File: src/rtl/alu_pkg.sv
// Shared opcode map, FSM encoding and legality check for the sequential ALU
// and the harness checker.
package alu_pkg;

  localparam logic [31:0] OP_ADD = 32'd0;
  localparam logic [31:0] OP_SUB = 32'd1;
  localparam logic [31:0] OP_AND = 32'd2;
  localparam logic [31:0] OP_OR  = 32'd3;
  localparam logic [31:0] OP_XOR = 32'd4;
  localparam logic [31:0] OP_MUL = 32'd5;

  localparam logic [1:0] ST_IDLE    = 2'd0;
  localparam logic [1:0] ST_GET_B   = 2'd1;
  localparam logic [1:0] ST_MUL_RUN = 2'd2;
  localparam logic [1:0] ST_DONE    = 2'd3;

  // Opcodes arrive zero-extended, so any set bit above bit 2 lands outside the legal range.
  function automatic logic is_legal_op(input logic [31:0] op, input logic mul_en);
    return (op <= OP_XOR) || (mul_en && (op == OP_MUL));
  endfunction

endpackage

File: src/rtl/alu_mul_seq.sv
// Iterative shift-add multiplier: one partial product per cycle for
// DATA_WIDTH cycles after start.
module alu_mul_seq #(
  parameter int DATA_WIDTH = 8
) (
  input  logic                      clk,
  input  logic                      reset,
  input  logic                      start,
  input  logic [DATA_WIDTH-1:0]     a,
  input  logic [DATA_WIDTH-1:0]     b,
  output logic                      busy,
  output logic                      last_step,
  output logic [2*DATA_WIDTH-1:0]   product
);

  localparam int CW = $clog2(DATA_WIDTH + 1);
  localparam logic [CW-1:0] CNT_ONE  = CW'(1);
  localparam logic [CW-1:0] CNT_LOAD = CW'(DATA_WIDTH);

  logic [CW-1:0]             cnt_q, cnt_d;
  logic [2*DATA_WIDTH-1:0]   acc_q, acc_d;
  logic [2*DATA_WIDTH-1:0]   mcand_q, mcand_d;
  logic [DATA_WIDTH-1:0]     mplier_q, mplier_d;
  logic [2*DATA_WIDTH-1:0]   addend;
  logic [2*DATA_WIDTH-1:0]   acc_step;

  always_comb begin
    addend   = mplier_q[0] ? mcand_q : '0;
    acc_step = acc_q + addend;
    cnt_d    = cnt_q;
    acc_d    = acc_q;
    mcand_d  = mcand_q;
    mplier_d = mplier_q;
    if (start) begin
      cnt_d    = CNT_LOAD;
      acc_d    = '0;
      mcand_d  = {{DATA_WIDTH{1'b0}}, a};
      mplier_d = b;
    end else if (cnt_q != '0) begin
      cnt_d    = cnt_q - CNT_ONE;
      acc_d    = acc_step;
      mcand_d  = mcand_q << 1;
      mplier_d = mplier_q >> 1;
    end
  end

  always_ff @(posedge clk or posedge reset) begin
    if (reset) begin
      cnt_q    <= '0;
      acc_q    <= '0;
      mcand_q  <= '0;
      mplier_q <= '0;
    end else begin
      cnt_q    <= cnt_d;
      acc_q    <= acc_d;
      mcand_q  <= mcand_d;
      mplier_q <= mplier_d;
    end
  end

  assign busy      = (cnt_q != '0);
  assign last_step = (cnt_q == CNT_ONE);
  // Exposes the accumulator value including this cycle's step, so the final
  // product is available during last_step without an extra cycle.
  assign product   = acc_step;

endmodule

File: src/rtl/param_seq_alu.sv
// Sequential multi-opcode ALU: opcode+A handshake, B on the following cycle,
// single-cycle logic/arithmetic ops and an iterative multiply.
module param_seq_alu
  import alu_pkg::*;
#(
  parameter int DATA_WIDTH   = 8,
  parameter int OPCODE_WIDTH = 3,
  parameter int MUL_ENABLE   = 1
) (
  input  logic                    clk,
  input  logic                    reset,
  input  logic                    opcode_valid,
  input  logic [OPCODE_WIDTH-1:0] opcode,
  input  logic [DATA_WIDTH-1:0]   data,
  output logic                    busy,
  output logic                    done,
  output logic [DATA_WIDTH-1:0]   result,
  output logic                    overflow,
  output logic                    error
);

  logic [1:0]              state_q, state_d;
  logic [OPCODE_WIDTH-1:0] op_q, op_d;
  logic [DATA_WIDTH-1:0]   a_q, a_d;
  logic [DATA_WIDTH-1:0]   result_q, result_d;
  logic                    overflow_q, overflow_d;
  logic                    error_q, error_d;

  logic [31:0]             op_ext;
  logic                    op_legal;
  logic                    op_is_mul;
  logic                    accept;
  logic [DATA_WIDTH:0]     sum_w;
  logic [DATA_WIDTH:0]     diff_w;
  logic [DATA_WIDTH-1:0]   alu_res;
  logic                    alu_ovf;

  logic                    mul_start;
  logic                    mul_busy;
  logic                    mul_last;
  logic [2*DATA_WIDTH-1:0] mul_product;

  alu_mul_seq #(
    .DATA_WIDTH (DATA_WIDTH)
  ) u_mul (
    .clk       (clk),
    .reset     (reset),
    .start     (mul_start),
    .a         (a_q),
    .b         (data),
    .busy      (mul_busy),
    .last_step (mul_last),
    .product   (mul_product)
  );

  always_comb begin
    op_ext    = 32'(op_q);
    op_legal  = is_legal_op(op_ext, MUL_ENABLE != 0);
    op_is_mul = op_legal && (op_ext == OP_MUL);
    accept    = opcode_valid && ((state_q == ST_IDLE) || (state_q == ST_DONE));
    mul_start = (state_q == ST_GET_B) && op_is_mul;

    // The extra top bit carries out of ADD and flags a borrow out of SUB.
    sum_w  = {1'b0, a_q} + {1'b0, data};
    diff_w = {1'b0, a_q} - {1'b0, data};

    alu_res = '0;
    alu_ovf = 1'b0;
    case (op_ext)
      OP_ADD: begin alu_res = sum_w[DATA_WIDTH-1:0];  alu_ovf = sum_w[DATA_WIDTH];  end
      OP_SUB: begin alu_res = diff_w[DATA_WIDTH-1:0]; alu_ovf = diff_w[DATA_WIDTH]; end
      OP_AND: alu_res = a_q & data;
      OP_OR:  alu_res = a_q | data;
      OP_XOR: alu_res = a_q ^ data;
      default: begin alu_res = '0; alu_ovf = 1'b0; end
    endcase
  end

  always_comb begin
    state_d    = state_q;
    op_d       = op_q;
    a_d        = a_q;
    result_d   = result_q;
    overflow_d = overflow_q;
    error_d    = error_q;

    case (state_q)
      ST_IDLE, ST_DONE: begin
        if (accept) begin
          op_d    = opcode;
          a_d     = data;
          state_d = ST_GET_B;
        end else begin
          state_d = ST_IDLE;
        end
      end
      ST_GET_B: begin
        if (op_is_mul) begin
          state_d = ST_MUL_RUN;
        end else begin
          result_d   = op_legal ? alu_res : '0;
          overflow_d = op_legal ? alu_ovf : 1'b0;
          error_d    = !op_legal;
          state_d    = ST_DONE;
        end
      end
      ST_MUL_RUN: begin
        if (mul_last) begin
          result_d   = mul_product[DATA_WIDTH-1:0];
          overflow_d = |mul_product[2*DATA_WIDTH-1:DATA_WIDTH];
          error_d    = 1'b0;
          state_d    = ST_DONE;
        end else if (!mul_busy) begin
          // Multiplier idle without having signalled its last step: recover
          // rather than wait forever.
          state_d = ST_IDLE;
        end
      end
      default: state_d = ST_IDLE;
    endcase
  end

  always_ff @(posedge clk or posedge reset) begin
    if (reset) begin
      state_q    <= ST_IDLE;
      op_q       <= '0;
      a_q        <= '0;
      result_q   <= '0;
      overflow_q <= 1'b0;
      error_q    <= 1'b0;
    end else begin
      state_q    <= state_d;
      op_q       <= op_d;
      a_q        <= a_d;
      result_q   <= result_d;
      overflow_q <= overflow_d;
      error_q    <= error_d;
    end
  end

  assign busy     = (state_q == ST_GET_B) || (state_q == ST_MUL_RUN);
  assign done     = (state_q == ST_DONE);
  assign result   = result_q;
  assign overflow = overflow_q;
  assign error    = error_q;

endmodule

File: config.mk
export PLATFORM = sky130hd
export DESIGN_NAME = param_seq_alu
export DESIGN_NICKNAME = d
export VERILOG_FILES = /design/src/rtl/alu_pkg.sv /design/src/rtl/alu_mul_seq.sv /design/src/rtl/param_seq_alu.sv
export SDC_FILE = /design/constraint.sdc
export NUM_CORES = 1
export LEC_CHECK = 0
export ABC_AREA = 0
export BUFFER_PORTS_ARGS = -buffer_cell sky130_fd_sc_hd__buf_4
export CAP_MARGIN = 40
export CORE_MARGIN = 8
export CORE_UTILIZATION = 35
export CTS_CLUSTER_DIAMETER = 100
export CTS_CLUSTER_SIZE = 30
export DETAILED_ROUTE_END_ITERATION = 6
export HOLD_SLACK_MARGIN = 0.06
export SYNTH_ARGS = -nofsm -noshare
export SYNTH_HDL_FRONTEND = slang
export SYNTH_SLANG_ARGS = --single-unit
File: constraint.sdc
create_clock -name clk -period 4.7 [get_ports clk]
set_clock_uncertainty 0.2 [all_clocks]
set_input_delay 0.47 -clock clk [delete_from_list [all_inputs] [get_ports clk]]
set_output_delay 0.47 -clock clk [all_outputs]
set_load 0.005 [all_outputs]
* After elaboration in Yosys (flattened, before gate mapping)
Index checks and enable logic that the tools add are counted.
** Word-level totals
- Register bits after elaboration :: 67
- Input bits :: 14
- Output and inout bits :: 12
- Word-level logic and storage cells :: 73
** Operators by class
- Add/subtract/negate cells :: 4
- $lt $le $gt $ge :: 1
- Equal/unequal tests :: 12
- Mux-type cells :: 27
- Bitwise gates (word level) :: 3
- Reductions and logical operators :: 16
** Operator list (count)
- $mux 16 :: 5
- $mux 8 :: 5
- $pmux 8 s5 :: 1
- $add 16x16->16 :: 1
- $pmux 8 s2 :: 1
- $add 8x8->9 :: 1
- $sub 8x8->9 :: 1
- $and 8x8->8 :: 1
- $mux 4 :: 2
- $or 8x8->8 :: 1
- $reduce_or 8->1 :: 1
- $xor 8x8->8 :: 1
- $mux 1 :: 7
- $eq 3x2->1 const B :: 2
- $eq 3x3->1 const B :: 2
- $pmux 1 s2 :: 3
- $pmux 2 s3 :: 1
- $eq 2x2->1 const B :: 2
- $eq 4x1->1 const B :: 1
- $mux 2 :: 2
- $ne 2x2->1 const B :: 2
- $reduce_bool 2->1 :: 2
- $reduce_bool 4->1 :: 1
- $sub 4x1->4 const B :: 1
- other kinds (12) :: 16

* Logic depth before layout (Yosys ltp)
Gate-level depths: netlist of the first run.
- Depth after elaboration :: 5
- Gate-level depth with buffers :: 11
- Mapped depth without buffers :: 11

* Cells and area by module
A second synthesis of the first run with hierarchy kept.
** Unflattened totals
- Cell total of the unflattened synthesis :: 620
- Area, all modules :: 5192.5 µm²
** Modules (own cells, without submodules)
- alu_mul_seq :: instances 1, cells an instance 320, area each 2788.9 µm², seq. area each 1101.1 µm²
- param_seq_alu :: instances 1, cells an instance 300, area each 2403.6 µm², seq. area each 575.6 µm²

* Worst setup path after synthesis of the first run
No wires, ideal clock.
- Path kind :: flip-flop to flip-flop
- Start :: reg u_mul.mplier_q[0]
- End :: reg overflow_q (netlist: overflow)
- Arrival time :: 2.719 ns
- Slack :: 1.649 ns
- Cell stages (with the launch flop) :: 11
- Clock period less this slack :: 3.051 ns
- Cells stage by stage :: dfrtp_1 and2_1 ha_1 fa_1 a21o_1 a221o_2 a21oi_2 xnor2_1 or4_1 nor4_2 a31oi_1
** On the way
- Cells in the longest elaborated chain, start to end :: 5
** Ends and longest elaborated chain
- start, declared :: RTL line alu_mul_seq.sv:23 : logic [DATA_WIDTH-1:0] mplier_q, mplier_d;
- start signal, assigned :: RTL line alu_mul_seq.sv:57 : mplier_q <= mplier_d;
- $mux 16 :: RTL line alu_mul_seq.sv:28 : addend = mplier_q[0] ? mcand_q : '0;
- $add 16x16->16 :: RTL line alu_mul_seq.sv:29 : acc_step = acc_q + addend;
- $reduce_or 8->1 :: RTL line param_seq_alu.sv:110 : overflow_d = |mul_product[2*DATA_WIDTH-1:DATA_WIDTH];
- $mux 1 :: RTL line param_seq_alu.sv:108 : if (mul_last) begin
- $pmux 1 s2 :: RTL line param_seq_alu.sv:87 : case (state_q)
- end signal, assigned :: RTL line param_seq_alu.sv:136 : overflow_q <= overflow_d;
- end, declared :: RTL line param_seq_alu.sv:26 : logic overflow_q, overflow_d;
No other way between the ends. The select of a mux whose other input is x is not followed.
A chain may end at the register's enable or synchronous reset.

* Worst setup path in the final report of the first run
Same ends and word-level chain as after synthesis.

==> impl_metrics.py, run 1 <==
metrics = {
    "power_and_ir_drop": {
        "vdd_drop_max_mv": 0.220,
        "power-per-cell-area_nw_per_um2": 681,
        "total_leakage_power_nw": 2.50,
    },
    "routing": {
        "drc": 0,
        "routed_wl_um": 11700,
        "drt-initial-drc-count": 344,
        "drt-pass1-iter-count": 5,
        "post_drt_via_cell_ratio": 5.25,
        "wl_per_cell_um": 15.4,
        "total_number_of_vias": 3999,
        "route.antenna.remaining_nets": 0,
    },
    "worst_setup_path": {
        "worstReg2RegEnd": "overflow$_DFFE_PP0P_",
        "critical_path.reg2reg.startpoint": "u_mul.mplier_q[0]$_DFFE_PP0P_",
        "worst-endpoint-required_ns": 4.71,
        "critical_path_peak_fanout": 17,
        "ff2ff_setup_slack_ns": 1.31,
        "critical_path.top_delay_family": "simple AND/OR/NAND/NOR gates",
        "critical_path.cell_chain": "and2_1 > ha_1 > fa_1 > a21o_1 > a221o_2 > a21oi_2 > xnor2_1 > or4_1 > nor4_2 > a31oi_1",
        "reg2reg_depth": 10,
        "setup.worst_path.end_class": "register",
        "critical-path-max-stage-delay_ns": 0.55,
        "start_kind": "register",
        "timing.critical_path.arrival_ns": 3.40,
        "critical_path_buf_inv_count": 0,
        "criticalPathCategory": "reg -> reg",
        "worst_path_max_delay_cell": "or4_1",
    },
    "global_routing": {
        "grt_first_pass_wirelength_um": 20000,
        "grt_max_degree": 45,
        "antenna_found_initial": 0,
        "grt_overflow_total": 0,
        "grt_use_total": 0.139,
        "first_global_vias": 3893,
    },
    "timing": {
        "max_slew.worst_pin.slew_ns": 0.801,
        "final.setup.tns_ns": 0,
        "hold_slack_ns": 0.0673,
        "max_freq_mhz": 295,
        "final-hold-violation-count": 0,
        "timing.final.crit_share": 0.721,
        "setup_violations": 0,
        "timing.final.max_slew_violations": 0,
        "worst_slack_ns": 1.31,
        "slew_headroom": 0.466,
        "post-route-min-period_ns": 3.39,
        "unrepaired_setup_endpoints_after_global_routing": "false",
    },
    "job": {
        "number_of_max_cap_violations": 0,
    },
    "final_layout": {
        "design_area_um2": 5380,
        "finish.net_count": 642,
        "fraction_of_final_layout_cells_with_drive_strength_greater_than_1": 0.103,
        "syn2layout_area_growth_pct": 14.7,
        "antennaDiodeCount": 0,
    },
    "clocking": {
        "cts_buffers": 9,
        "cts_htree_levels": 3,
        "tritoncts": "built",
        "cts.sink_count": 67,
        "insertion_delay_ns": 0.34,
        "path_clk_slew_ns": 0.06,
        "cts.hold.buffers_added": 0,
        "cts_setup_buffers": 0,
        "cts-resized-gates": 0,
        "ctsRootBufferMaster": "clkbuf_16",
        "clockBufferDepth": 2,
    },
    "min_path": {
        "hold_path.class": "in -> async",
    },
    "die": {
        "die_boundary_width_um": 132,
        "chip_height_um": 132,
        "initial_core_util": 0.356,
        "dieArea_um2": 17400,
        "row_count": 42,
        "core_area_um2": 13200,
        "number_of_i_o_pins": 26,
    },
    "placed_design": {
        "pre_cts_setup_slack_ns": 1.32,
        "place.port_buffers": 25,
        "postPlaceCellArea_um2": 5070,
        "dpl.hpwl_um": 8590,
        "finalWeightedCongestion": 0.858,
    },
    "yosys": {
        "netlist_area_um2": 4690,
        "post_syn_area_per_cell_um2": 8.30,
        "synth.yosys.seq_area_share": 0.357,
        "synth_top_cells_by_area": "dfrtp_1 36%, ha_1 12%, nand2_1 7.8%, a21oi_1 5.2%, nor2_1 3.8%",
        "synth_cell_type_count": 51,
        "synth-seq-cells": 67,
        "synthesis.instances": 565,
        "synth_nets": 627,
        "ys.flop_type": "dfrtp_1",
        "yosys-top-cells-count": "98 x nand2_1, 67 x dfrtp_1, 49 x a21oi_1",
        "synth_enable_flop_cells": 0,
        "yosysWarnings": 0,
        "async_flop_share": 1.00,
        "area_fraction_of_the_dominant_cell_type_after_synthesis": 0.357,
        "post-synth-top-area-cell": "dfrtp_1",
        "synth_most_common_cell": "nand2_1",
    },
    "outcome": {
        "outcome": "finished, final reports clean",
    },
}
per-layer routing:
metal  global-route usage  part of all wire
met5                    0                 0
met4               0.0415             0.013
met3               0.0301             0.044
met2                0.221              0.46
met1                0.185              0.49
final cells by class:
cell class              count  area, um2
fillers                  1344       7810
clock inverters             7       82.6
flip-flops and latches     67       1680
inverters                  31        116
multi-input cells         439       2790
repair buffers             32        268
well taps                 176        220
clock buffers               9        225
cells in the final DEF, fill, tap and decap left out, types with 11 or more instances in the layout:
cell type,netlist,final
a21oi_1,49,49
a31oi_1,16,16
and2_1,18,18
buf_4,0,30
dfrtp_1,67,67
ha_1,45,45
inv_1,30,29
nand2_1,98,98
nor2_1,48,48
nor3_1,11,11
o21ai_0,22,22
o21ai_1,14,14
xnor2_1,12,12
report_power, final:
group / leakage [nW] / switching (W) / internal [W]
Sequential: 0.856 / 0.000246 / 0.000827
Combinational: 1.50 / 0.00109 / 0.000790
Clock: 0.145 / 0.000290 / 0.000420
state kept, by name (all words and copies together), names as in the netlist:
signal          count
op_q                3
state_q             2
u_mul.mcand_q      16
u_mul.acc_q        16
u_mul.cnt_q         4
error               1
result              8
a_q                 8
u_mul.mplier_q      8
overflow            1
how the worst max path moves through the flow:
stage	from	to	slack, ns	cells after the start
final	u_mul.mplier_q[0]$_DFFE_PP0P_	overflow$_DFFE_PP0P_	1.31	10
after global placement	u_mul.mplier_q[0]$_DFFE_PP0P_	overflow$_DFFE_PP0P_	1.40	10
after floorplan	u_mul.mplier_q[0]$_DFFE_PP0P_	overflow$_DFFE_PP0P_	1.65	10
after global routing	u_mul.mplier_q[0]$_DFFE_PP0P_	overflow$_DFFE_PP0P_	1.16	10
after CTS	u_mul.mplier_q[0]$_DFFE_PP0P_	overflow$_DFFE_PP0P_	1.30	10
after detailed placement	u_mul.mplier_q[0]$_DFFE_PP0P_	overflow$_DFFE_PP0P_	1.32	10
cells by family (layout without fill, tap and decap cells):
logic type / after synthesis / after routing / synth area share
AO/OA/AOI/OAI: 155 / 155 / 0.206
adder cells (fa/ha/maj): 48 / 48 / 0.133
flip-flops: 67 / 67 / 0.357
buffers and inverters: 59 / 79 / 0.0472
AND/OR/NAND/NOR: 203 / 203 / 0.190
XOR/XNOR: 19 / 19 / 0.0355
multiplexers: 14 / 14 / 0.0312
metrics by stage:
| step | power (W) | std cells | utilization |
|---|---|---|---|
| floorplan | 0.00242 | 565 | - |
| global placement | 0.00289 | 743 | 0.381 |
| detailed placement | 0.00297 | 745 | 0.385 |
| CTS | 0.00370 | 761 | 0.408 |
| global route | 0.00400 | 761 | 0.408 |
| finish | 0.00367 | 761 | 0.408 |
Note: power is estimated with default switching activity, not from simulation.
==> run 2: changes to the inputs <==
- ABC_AREA: 0 -> 1
- clock period: 4.7 -> 3 ns (I/O delays scaled with it)
==> impl_metrics.py, run 2 <==
metrics = {
    "outcome": {
        "outcome": "finished, final reports clean",
    },
    "final_layout": {
        "reg.largest.list": "u_mul.acc_q: 16 flops, u_mul.mcand_q: 16 flops",
        "most-common-layout-cells": "229 x nand2_1, 121 x inv_1, 66 x dfrtp_1",
        "utilization_after_layout": 0.408,
        "syn2layout_area_growth_pct": 13.6,
        "antennaDiodeCount": 0,
        "fraction_of_final_layout_cells_with_drive_strength_greater_than_1": 0.0833,
        "layout_commonest_cell": "nand2_1",
        "n_fill_cell": 1473,
        "finish.net_count": 789,
    },
    "worst_setup_path": {
        "end_point_of_the_critical_path": "overflow$_DFFE_PP0P_",
        "start_kind": "register",
        "critical-path-max-stage-delay_ns": 0.52,
        "worstReg2RegEnd": "overflow$_DFFE_PP0P_",
        "critical_path.top_delay_family": "simple AND/OR/NAND/NOR gates",
        "reg2reg_depth": 16,
        "critical_path_buf_inv_count": 1,
        "worst_path_most_repeated_cell": "nand2_1",
        "critical_path.reg2reg.startpoint": "u_mul.mplier_q[0]$_DFFE_PP0P_",
        "setup.worst_path.end_class": "register",
        "ff2ff_setup_slack_ns": 0.42,
        "criticalPathCategory": "reg -> reg",
        "critical_path_peak_fanout": 17,
        "worst_path_max_delay_cell": "dfrtp_2",
        "timing.critical_path.arrival_ns": 2.60,
        "crit_start": "u_mul.mplier_q[0]$_DFFE_PP0P_",
        "worst-endpoint-required_ns": 3.03,
        "critical_path.cell_chain": "nand2_1 > inv_1 > ha_1 > fa_1 > nand3_1 > nand3_1 > nand2_1 > nand2_1 > nand2_1 > nand2_1 > nor2_1 > nand3_1 > nor2_1 > nand2_1 > nand2_1 > nand2_1",
        "worstSetupPathDepth": 16,
    },
    "clocking": {
        "cts_buffers": 9,
        "cts_htree_levels": 3,
        "cts.sink_count": 67,
        "path_clk_slew_ns": 0.06,
        "ctsRootBufferMaster": "clkbuf_16",
        "tritoncts": "built",
        "clockBufferDepth": 2,
        "insertion_delay_ns": 0.34,
        "cts_setup_buffers": 0,
    },
    "power_and_ir_drop": {
        "power-per-cell-area_nw_per_um2": 892,
        "internal_power_w": 0.00274,
        "power.net_switching_w": 0.00231,
        "gate_power_share": 0.493,
        "clock_power_share": 0.202,
        "switching_share": 0.457,
        "total_leakage_power_nw": 3.16,
        "seqPwrFrac": 0.305,
        "vdd_drop_max_mv": 0.362,
    },
    "yosys": {
        "synth_cell_type_count": 39,
        "synth_xor_area_frac": 0.0123,
        "synth_enable_flop_cells": 0,
        "synth_top_cells_by_area": "dfrtp_1 34%, nand2_1 17%, ha_1 11%, inv_1 9.2%, nand3_1 5.2%",
        "synth-simple-area-share": 0.286,
        "yosysWarnings": 0,
        "synth_fa_ha_area_frac": 0.125,
        "yosys-top-cells-count": "229 x nand2_1, 122 x inv_1, 67 x dfrtp_1",
        "post_syn_area_per_cell_um2": 7.09,
        "area_fraction_of_the_dominant_cell_type_after_synthesis": 0.336,
        "synth_compound_gate_area_share": 0.122,
        "synth_most_common_cell": "nand2_1",
        "post_synth_mux_area_share": 0,
        "netlist_area_um2": 4990,
        "synthesis.instances": 703,
        "synth-seq-cells": 67,
        "synth_nets": 765,
        "synth.yosys.seq_area_share": 0.336,
        "ys.flop_type": "dfrtp_1",
        "post-synth-top-area-cell": "dfrtp_1",
        "synth_top_family_by_area": "simple AND/OR/NAND/NOR gates",
        "async_flop_share": 1.00,
    },
    "timing": {
        "timing.final.crit_share": 0.859,
        "timing.final.max_slew_violations": 0,
        "final-hold-violation-count": 0,
        "max_slew.worst_pin.slew_ns": 0.689,
        "slew_headroom": 0.538,
        "final.setup.tns_ns": 0,
        "setup_violations": 0,
        "post-route-min-period_ns": 2.58,
        "hold_slack_ns": 0.124,
        "max_freq_mhz": 388,
        "unrepaired_setup_endpoints_after_global_routing": "false",
    },
    "global_routing": {
        "grt_first_pass_wirelength_um": 21600,
        "first_global_vias": 4277,
        "grt_overflow_total": 0,
        "antenna_found_initial": 0,
        "grt_use_total": 0.148,
        "grt_max_degree": 52,
    },
    "die": {
        "die_boundary_width_um": 135,
        "chip_height_um": 135,
        "dieArea_um2": 18300,
        "core_area_um2": 13900,
        "number_of_i_o_pins": 26,
        "row_count": 43,
        "initial_core_util": 0.359,
    },
    "routing": {
        "wl_per_cell_um": 14.1,
        "routed_wl_um": 12900,
        "drc": 0,
        "route.antenna.remaining_nets": 0,
        "drt-initial-drc-count": 286,
        "post_drt_via_cell_ratio": 4.83,
        "drt-pass1-iter-count": 5,
        "total_number_of_vias": 4403,
    },
    "placed_design": {
        "dpl.hpwl_um": 9980,
        "finalWeightedCongestion": 0.854,
        "place.port_buffers": 25,
    },
    "min_path": {
        "hold_path.class": "in -> reg",
        "worstHoldStart": "data[7]",
    },
    "job": {
        "number_of_max_cap_violations": 0,
    },
}
run 2: cell types whose count changed after synthesis, sizes merged, moves of 10 or more:
cell and delta:
xnor2 -11, nand4 +10, clkbuf -16, a21oi -30
inv +95, nor2 -18, a211oi -10, nand3 +42
nand2 +134, and2 -17, o22ai +13, a31oi -14
run 2: worst min-delay path by stage:
stage / endpoint / cells past startpoint
after CTS: a_q[2]$_DFFE_PP0P_ / 3
after detailed placement: u_mul.cnt_q[0]$_DFFE_PP0P_ / 2
final: a_q[7]$_DFFE_PP0P_ / 3
after global placement: u_mul.cnt_q[0]$_DFFE_PP0P_ / 2
after global routing: a_q[2]$_DFFE_PP0P_ / 3
after floorplan: u_mul.mcand_q[15]$_DFFE_PP0P_ / 2
run 2: metal layers:
metal,vias to the layer above,global-route usage,part of all wire
met5,-,0,0
met1,2018,0.209,0.52
met4,0,0.0642,0.022
met3,15,0.0226,0.034
li1,2295,-,-
met2,75,0.220,0.42
run 2: power groups by stage:
| stage | Combinational, W | Sequential [W] | Clock [W] |
|---|---|---|---|
| 3_5_place_dp | 0.00248 | 0.00155 | 0 |
| 3_3_place_gp | 0.00247 | 0.00155 | 0 |
| 2_1_floorplan | 0.00184 | 0.00147 | 0 |
| 6_report | 0.00249 | 0.00154 | 0.00102 |
| 5_1_grt | 0.00286 | 0.00160 | 0.00108 |
| 4_1_cts | 0.00250 | 0.00154 | 0.00105 |
run 2: kinds of logic after synthesis:
group                      count (synthesis)
and+or+nand+nor                          338
buffers and inverters                    147
AOI/OAI and AO/OA                         96
DFF                                       67
adders and majority gates                 48
xor gates and xnor gates                   7
run 2: worst reg2reg max path, cell delays in order (launching register included):
cell and delay [ns]:
dfrtp_2 0.52, nand2_1 0.11, inv_1 0.04, ha_1 0.23, fa_1 0.47, nand3_1 0.10, nand3_1 0.12, nand2_1 0.11
nand2_1 0.05, nand2_1 0.05, nand2_1 0.07, nor2_1 0.10, nand3_1 0.07, nor2_1 0.09, nand2_1 0.05, nand2_1 0.05
nand2_1 0.04
run 2: area by class of cell:
type	instances	area, um2	share of cell area
Clock buffer	10	239	0.0422
Tap cell	180	225	0.0398
Multi-Input combinational cell	489	2720	0.481
Timing Repair Buffer	34	278	0.0491
Clock inverter	6	47.5	0.00840
Inverter	126	473	0.0835
Sequential cell	67	1680	0.296
run 2: what timing repair did:
action / CTS / global route
setup endpoints to repair: 0 / 1
hold buffers: 4 / 0
hold endpoints to repair: 19 / 0
gates resized for setup: 0 / 1
run 2: per-stage QoR:
| stage | total power (W) | instance area [um2] | setup slack, ns | std cells |
|---|---|---|---|---|
| 2_1_floorplan | 0.00331 | 4990 | 0.643 | 703 |
| 3_3_place_gp | 0.00402 | 5330 | 0.411 | 892 |
| 3_5_place_dp | 0.00404 | 5330 | 0.327 | 892 |
| 4_1_cts | 0.00509 | 5660 | 0.310 | 912 |
| 5_1_grt | 0.00553 | 5660 | 0.118 | 912 |
| 6_report | 0.00505 | 5660 | 0.423 | 912 |
==> run 3: changes to the inputs <==
- CORE_ASPECT_RATIO: unset -> 0.8
==> impl_metrics.py, run 3 (synthesis results as in run 2) <==
metrics = {
    "global_routing": {
        "antenna_found_initial": 0,
        "first_global_vias": 4432,
        "grt_use_total": 0.153,
        "grt_first_pass_wirelength_um": 22500,
        "grt_overflow_total": 0,
        "grt_max_degree": 57,
    },
    "die": {
        "number_of_i_o_pins": 26,
        "core_area_um2": 14100,
        "die_boundary_width_um": 149,
        "initial_core_util": 0.354,
        "row_count": 39,
        "dieArea_um2": 18300,
        "chip_height_um": 123,
    },
    "timing": {
        "final-hold-violation-count": 0,
        "unrepaired_setup_endpoints_after_global_routing": "false",
        "timing.final.max_slew_violations": 0,
        "final.setup.tns_ns": 0,
        "setup_violations": 0,
        "max_slew.worst_pin.slew_ns": 0.741,
        "slew_headroom": 0.503,
        "timing.final.crit_share": 0.885,
        "post-route-min-period_ns": 2.65,
        "max_freq_mhz": 377,
    },
    "power_and_ir_drop": {
        "internal_power_w": 0.00288,
        "power.net_switching_w": 0.00234,
        "vdd_drop_max_mv": 0.397,
        "power-per-cell-area_nw_per_um2": 916,
        "total_leakage_power_nw": 3.17,
        "gate_power_share": 0.487,
        "total_power_w": 0.00522,
        "seqPwrFrac": 0.297,
        "clock_power_share": 0.217,
        "switching_share": 0.448,
    },
    "job": {
        "number_of_max_cap_violations": 0,
    },
    "routing": {
        "drt-pass1-iter-count": 5,
        "wl_per_cell_um": 14.5,
        "total_number_of_vias": 4501,
        "routed_wl_um": 13300,
        "drc": 0,
        "drt-initial-drc-count": 357,
        "post_drt_via_cell_ratio": 4.91,
        "route.antenna.remaining_nets": 0,
    },
    "clocking": {
        "cts_buffers": 9,
        "tritoncts": "built",
        "cts_htree_levels": 3,
        "clockBufferDepth": 2,
        "cts_setup_buffers": 0,
        "cts.sink_count": 67,
        "ctsRootBufferMaster": "clkbuf_16",
        "path_clk_slew_ns": 0.06,
        "insertion_delay_ns": 0.33,
    },
    "final_layout": {
        "syn2layout_area_growth_pct": 14.3,
        "most-common-layout-cells": "229 x nand2_1, 121 x inv_1, 66 x dfrtp_1",
        "register_area_um2": 1680,
        "layout_commonest_cell": "nand2_1",
        "final-instance-count-excl-fill": 916,
        "n_fill_cell": 1495,
        "multi_input_area_um2": 2720,
        "fraction_of_final_layout_cells_with_drive_strength_greater_than_1": 0.0820,
        "utilization_after_layout": 0.404,
        "antennaDiodeCount": 0,
        "finish.net_count": 789,
        "reg.largest.list": "u_mul.acc_q: 16 flops, u_mul.mcand_q: 16 flops",
    },
    "min_path": {
        "hold_path.class": "in -> reg",
        "min_to": "a_q[7]$_DFFE_PP0P_",
        "worstHoldStart": "data[7]",
        "worst_hold_path.num_cells": 3,
    },
    "placed_design": {
        "placed_cells": 896,
        "place.port_buffers": 25,
        "dpl.hpwl_um": 10100,
        "finalWeightedCongestion": 0.890,
    },
    "worst_setup_path": {
        "reg2reg_depth": 16,
        "ff2ff_setup_slack_ns": 0.35,
        "critical_path_peak_fanout": 17,
        "start_kind": "register",
        "criticalPathCategory": "reg -> reg",
        "setup.worst_path.end_class": "register",
        "timing.critical_path.arrival_ns": 2.68,
        "critical_path.reg2reg.startpoint": "u_mul.mplier_q[0]$_DFFE_PP0P_",
        "worst-endpoint-required_ns": 3.02,
        "worstReg2RegEnd": "overflow$_DFFE_PP0P_",
    },
    "outcome": {
        "outcome": "finished, final reports clean",
    },
}
[run 3: per-layer routing]
layer,global-route usage,vias up,share of wire
met1,0.233,2078,0.55
met4,0.0422,0,0.012
met2,0.215,114,0.39
met5,0,-,0
met3,0.0243,20,0.047
li1,-,2289,-
[run 3: final cells by class]
class | instances | area share
Clock inverter | 6 | 0.0158
Multi-Input combinational cell | 489 | 0.477
Timing Repair Buffer | 34 | 0.0487
Tap cell | 184 | 0.0404
Clock buffer | 10 | 0.0402
Inverter | 126 | 0.0830
Sequential cell | 67 | 0.294
[run 3: power by group through the flow]
stage / combinational (W) / sequential [W] / clock (W)
after floorplan: 0.00184 / 0.00147 / 0
after global routing: 0.00289 / 0.00160 / 0.00119
after detailed placement: 0.00250 / 0.00156 / 0
after global placement: 0.00249 / 0.00156 / 0
after CTS: 0.00252 / 0.00155 / 0.00115
final: 0.00254 / 0.00155 / 0.00113
[run 3: worst max-delay path, cell delays in order, from the launching register on]
cell     delay (ns)
dfrtp_2        0.53
nand2_1        0.11
inv_1          0.04
ha_1           0.23
fa_1           0.48
nand3_1        0.10
nand3_1        0.14
nand2_1        0.11
nand2_1        0.06
nand2_1        0.05
nand2_1        0.06
nor2_1         0.09
nand3_1        0.07
nor2_1         0.08
nand2_1        0.06
nand2_1        0.06
nand2_1        0.05
[run 3: stage by stage]
stage,worst slack (ns),cell area (um2),hold slack [ns]
after global placement,0.299,5340,0.0766
after floorplan,0.643,4990,0.253
after CTS,0.203,5700,0.112
after global routing,0.0670,5700,0.146
after detailed placement,0.226,5340,0.0802
final,0.345,5700,0.118
[run 3: worst max path at each step]
stage,from,endpoint
finish,u_mul.mplier_q[0]$_DFFE_PP0P_,overflow$_DFFE_PP0P_
global route,u_mul.mplier_q[0]$_DFFE_PP0P_,overflow$_DFFE_PP0P_
CTS,u_mul.mplier_q[0]$_DFFE_PP0P_,overflow$_DFFE_PP0P_
detailed placement,u_mul.mplier_q[0]$_DFFE_PP0P_,overflow$_DFFE_PP0P_
global placement,u_mul.mplier_q[0]$_DFFE_PP0P_,overflow$_DFFE_PP0P_
floorplan,u_mul.mplier_q[0]$_DFFE_PP0P_,overflow$_DFFE_PP0P_
[run 3: repair_timing]
| action | in CTS | in global routing |
|---|---|---|
| endpoints found under the hold margin | 14 | 0 |
| gates resized for setup | 0 | 1 |
| setup endpoints to repair | 0 | 1 |
| hold buffers | 4 | 0 |
